===== src/rtl/pipo_load_arbiter.sv =====
// Purpose: 3-way round-robin arbiter that loads the winner's 4-bit word into a shared PIPO register.
// Latency: grant registered one edge after request; q/owner update at the edge ending the LOAD cycle.
// Backpressure: none; requests are ignored while busy, and every transaction ends with at least one IDLE cycle.
module pipo_load_arbiter #(
    parameter int HOLD_CYC = 2
) (
    input  logic       clk,
    input  logic       reset,
    input  logic [2:0] req,
    input  logic [3:0] d0,
    input  logic [3:0] d1,
    input  logic [3:0] d2,
    output logic [2:0] gnt,
    output logic [3:0] q,
    output logic [1:0] owner,
    output logic       busy,
    output logic       load_pulse
);

    typedef enum logic [1:0] {
        IDLE = 2'd0,
        LOAD = 2'd1,
        HOLD = 2'd2
    } state_t;

    // Counter value on entry to HOLD; counts down to zero, giving HOLD_CYC cycles in HOLD.
    localparam logic [3:0] HOLD_LAST = (HOLD_CYC > 0) ? 4'(HOLD_CYC - 1) : 4'd0;

    state_t     state_q, state_d;
    logic [2:0] gnt_q, gnt_d;
    logic [3:0] q_q, q_d;
    logic [1:0] owner_q, owner_d;
    logic [1:0] ptr_q, ptr_d;
    logic [3:0] cnt_q, cnt_d;

    logic       win_vld;
    logic [1:0] win_idx;
    logic [3:0] win_dat;

    // Round-robin search starting one past the last winner, wrapping 2 -> 0.
    always_comb begin
        logic [1:0] idx;
        win_vld = 1'b0;
        win_idx = ptr_q;
        idx     = ptr_q;
        for (int k = 0; k < 3; k++) begin
            idx = (idx >= 2'd2) ? 2'd0 : idx + 2'd1;
            if (!win_vld && req[idx]) begin
                win_vld = 1'b1;
                win_idx = idx;
            end
        end
    end

    // Data of the current transaction's owner; the pointer holds the winner during LOAD.
    always_comb begin
        case (ptr_q)
            2'd0:    win_dat = d0;
            2'd1:    win_dat = d1;
            default: win_dat = d2;
        endcase
    end

    // Next-state logic for the IDLE -> LOAD -> HOLD -> IDLE transaction sequence.
    always_comb begin
        state_d = state_q;
        gnt_d   = gnt_q;
        q_d     = q_q;
        owner_d = owner_q;
        ptr_d   = ptr_q;
        cnt_d   = cnt_q;
        case (state_q)
            IDLE: begin
                gnt_d = 3'b000;
                if (win_vld) begin
                    state_d = LOAD;
                    gnt_d   = 3'b001 << win_idx;
                    ptr_d   = win_idx;
                end
            end
            LOAD: begin
                q_d     = win_dat;
                owner_d = ptr_q;
                if (HOLD_CYC > 0) begin
                    state_d = HOLD;
                    cnt_d   = HOLD_LAST;
                end else begin
                    state_d = IDLE;
                    gnt_d   = 3'b000;
                end
            end
            HOLD: begin
                if (cnt_q == 4'd0) begin
                    state_d = IDLE;
                    gnt_d   = 3'b000;
                end else begin
                    cnt_d = cnt_q - 4'd1;
                end
            end
            default: begin
                state_d = IDLE;
                gnt_d   = 3'b000;
            end
        endcase
    end

    // State registers; reset leaves the pointer at 2 so requester 0 wins first.
    always_ff @(posedge clk) begin
        if (reset) begin
            state_q <= IDLE;
            gnt_q   <= 3'b000;
            q_q     <= 4'b0000;
            owner_q <= 2'd0;
            ptr_q   <= 2'd2;
            cnt_q   <= 4'd0;
        end else begin
            state_q <= state_d;
            gnt_q   <= gnt_d;
            q_q     <= q_d;
            owner_q <= owner_d;
            ptr_q   <= ptr_d;
            cnt_q   <= cnt_d;
        end
    end

    assign gnt        = gnt_q;
    assign q          = q_q;
    assign owner      = owner_q;
    assign busy       = (state_q != IDLE);
    assign load_pulse = (state_q == LOAD);

endmodule


===== config.mk =====
export PLATFORM = sky130hd
export DESIGN_NAME = pipo_load_arbiter
export DESIGN_NICKNAME = d
export VERILOG_FILES = /design/src/rtl/pipo_load_arbiter.sv
export SDC_FILE = /design/constraint.sdc
export NUM_CORES = 1
export LEC_CHECK = 0
export CAP_MARGIN = 20
export CORE_MARGIN = 2
export CORE_UTILIZATION = 48
export DETAILED_ROUTE_END_ITERATION = 10
export PLACE_DENSITY_LB_ADDON = 0.25
export SYNTH_ARGS = -nofsm -noshare
export SYNTH_HDL_FRONTEND = slang
export SYNTH_SLANG_ARGS = --single-unit

===== constraint.sdc =====
create_clock -name clk -period 2.9 [get_ports clk]
set_input_delay 0.29 -clock clk [delete_from_list [all_inputs] [get_ports clk]]
set_output_delay 0.29 -clock clk [all_outputs]
set_load 0.05 [all_outputs]

==> impl_metrics.env <==
export IMPL_via_per_inst=5.18
export IMPL_p_per_area_nw_per_um2=516
export IMPL_maxCapViolCount=0
export IMPL_crit_chain="nand2b_1 -> clkinv_1 -> clkdlybuf4s50_1"
export IMPL_crit_fanout=14
export IMPL_synth_area_um2=887
export IMPL_clk_path_buf_depth=2
export IMPL_post_route_period_util_pct=84.6
export IMPL_register_area_um2=340
export IMPL_status="completed"
export IMPL_final_cells=148
export IMPL_slowest_stage="clkdlybuf4s50_1"
export IMPL_cts_tree="built"
export IMPL_min_to="gnt[1]"
export IMPL_fin_nets=142
export IMPL_r2r_end="gnt[0]"
export IMPL_rsz0062_at_grt="no"
export IMPL_hold_start="gnt[1]"
export IMPL_slew_headroom_pct=64.0
export IMPL_leakage_nw=0.455
export IMPL_dieArea_um2=2210
export IMPL_cts_htree_levels=1
export IMPL_drt_iter0_markers=12
export IMPL_synth_edf_count=0
export IMPL_synth_seq_cells=17
export IMPL_layout_commonest_cell="clkdlybuf4s50_1"
export IMPL_postCtsHoldBufs=0
export IMPL_drive_above_1_share_pct=7.32
export IMPL_finClkSkew_ps=1.76
export IMPL_postCtsSetupRepairBufs=0
export IMPL_io_pins=28
export IMPL_holdWs_ps=482
export IMPL_holdPathStages=1
export IMPL_rows=15
export IMPL_hp_class="reg2reg"
export IMPL_timing_reg2reg_setup_slack_ps=1150
export IMPL_syn_inst=98
export IMPL_post_route_util_pct=68.3
export IMPL_overflow=0
export IMPL_ys_types=34
export IMPL_portBuffers=27
export IMPL_layout_common_cells="27 x clkdlybuf4s50_1, 17 x dfxtp_1, 13 x mux2i_1"
export IMPL_syn_avg_cell_area_um2=9.05
export IMPL_grt_pass1_vias=659
export IMPL_grt_max_degree=19
export IMPL_drc=0
export IMPL_ant_nets=0
export IMPL_setup_worst_path_end_class="primary output"
export IMPL_fin_setup_tns_ps=0
export IMPL_routedWlPerCell_um=12.4
export IMPL_cts_buffers_inserted=3
export IMPL_design_area_um2=1180
export IMPL_setup_worst_path_class="reg2out"
export IMPL_start_kind="flip-flop"
export IMPL_async_flop_share_pct=0
export IMPL_drv_slew=0
export IMPL_hold_viol_final=0
export IMPL_placeableCoreArea_um2=1730
export IMPL_gp_congestion=0.743
export IMPL_cts_root_buf="clkbuf_4"
export IMPL_finalSetupViolCount=0
export IMPL_rr_startpoint="cnt_q[0]"
export IMPL_vias=766
export IMPL_grt_usage_pct=18.4
export IMPL_worstPathRequired_ps=2610
export IMPL_die_w_um=47.0
export IMPL_hpwl_um=1420
export IMPL_tightest_slew_ps=539
export IMPL_dpl_cell_area_um2=1150
export IMPL_start_util_pct=51.4
export IMPL_cts_sinks=17
export IMPL_fp_dieH_um=47.0
export IMPL_grt_pass1_wl_um=2770
export IMPL_cp_slowest_stage_delay_ps=770
export IMPL_cts_resized=0
export IMPL_syn_to_final_growth_pct=33.0
export IMPL_fmax_mhz=408
export IMPL_place_inst=144
export IMPL_yosys_warnings=0
export IMPL_crit_arrival_ps=2160
export IMPL_fillers=148
export IMPL_vdd_drop_max_uv=327
export IMPL_wl_um=1830
export IMPL_r2r_cells=6
export IMPL_syn_num_nets=116
export IMPL_path_clk_slew_ps=100
export IMPL_antenna_found_initial=0
export IMPL_fin_crit_ps=2450
export IMPL_diodes=0
export IMPL_ys_flop_type="dfxtp_1"
export IMPL_first_pass_iters=5
export IMPL_synth_yosys_seq_area_share_pct=38.4
export IMPL_clock_latency_ps=290
export IMPL_multiInputGateArea_um2=492
[report_power, final]
part           internal (mW)  total, mW  switching [mW]
logic                 0.0917      0.202           0.110
clock network         0.0513      0.125          0.0742
registers              0.254      0.281          0.0274
total                  0.397      0.608           0.212
[stage by stage]
| step | worst slack [ps] | power, mW |
|---|---|---|
| 3_3_place_gp | 839 | 0.484 |
| 2_1_floorplan | 1330 | 0.429 |
| 4_1_cts | 452 | 0.612 |
| 6_report | 447 | 0.608 |
| 5_1_grt | 313 | 0.642 |
| 3_5_place_dp | 782 | 0.489 |
[worst max-delay path: cells and delay by family (launching register included)]
kind / cells / cell delay [ps]
DFF: 1 / 590
and+or+nand+nor: 1 / 270
buffers and inverters: 2 / 1020
[final cells by class]
cell class | count | share of cell area (%)
Clock buffer | 3 | 1.91
Clock inverter | 1 | 0.424
Tap cell | 25 | 2.65
Multi-Input combinational cell | 71 | 41.7
Timing Repair Buffer | 28 | 23.5
Inverter | 3 | 0.954
Sequential cell | 17 | 28.8
[synth_stat cells, types with 3 or more instances]
cell	count	area share (%)
dfxtp_1	17	38
o21ai_0	4	2.3
nor2_1	12	5.1
nand2b_1	5	3.5
a22o_1	3	3.0
a21oi_1	3	1.7
mux2i_1	13	15
nand2_1	5	2.1
nor3_1	3	1.7
[logic make-up after synthesis]
kind of cell	synth area share [%]
buffers and inverters	6.21
adder cells (fa/ha/maj)	1.41
multiplexers	14.7
AO/OA/AOI/OAI	13.5
AND/OR/NAND/NOR	25.8
flip-flops	38.4
[how the worst max path moves through the flow]
stage / slack (ps) / cells past startpoint / startpoint / to
4_1_cts: 450 / 3 / state_q[1] / load_pulse
2_1_floorplan: 1330 / 6 / cnt_q[0] / gnt[0]
3_3_place_gp: 840 / 3 / state_q[1] / load_pulse
3_5_place_dp: 780 / 3 / state_q[1] / load_pulse
5_1_grt: 310 / 3 / state_q[1] / load_pulse
6_report: 450 / 3 / state_q[1] / load_pulse
[metal layers]
layer	global-route usage [%]	wire length, µm	vias to the layer above
met4	10.0	24	0
met1	21.8	815	342
li1	-	-	395
met5	0	0	-
met3	3.46	78	4
met2	31.2	910	25
[registers in the layout, indices dropped and copies added (netlist names)]
| name | cells |
|---|---|
| cnt_q | 4 |
| gnt | 3 |
| owner | 2 |
| ptr_q | 2 |
| q | 4 |
| state_q | 2 |
(Power assumes the default switching activity.)
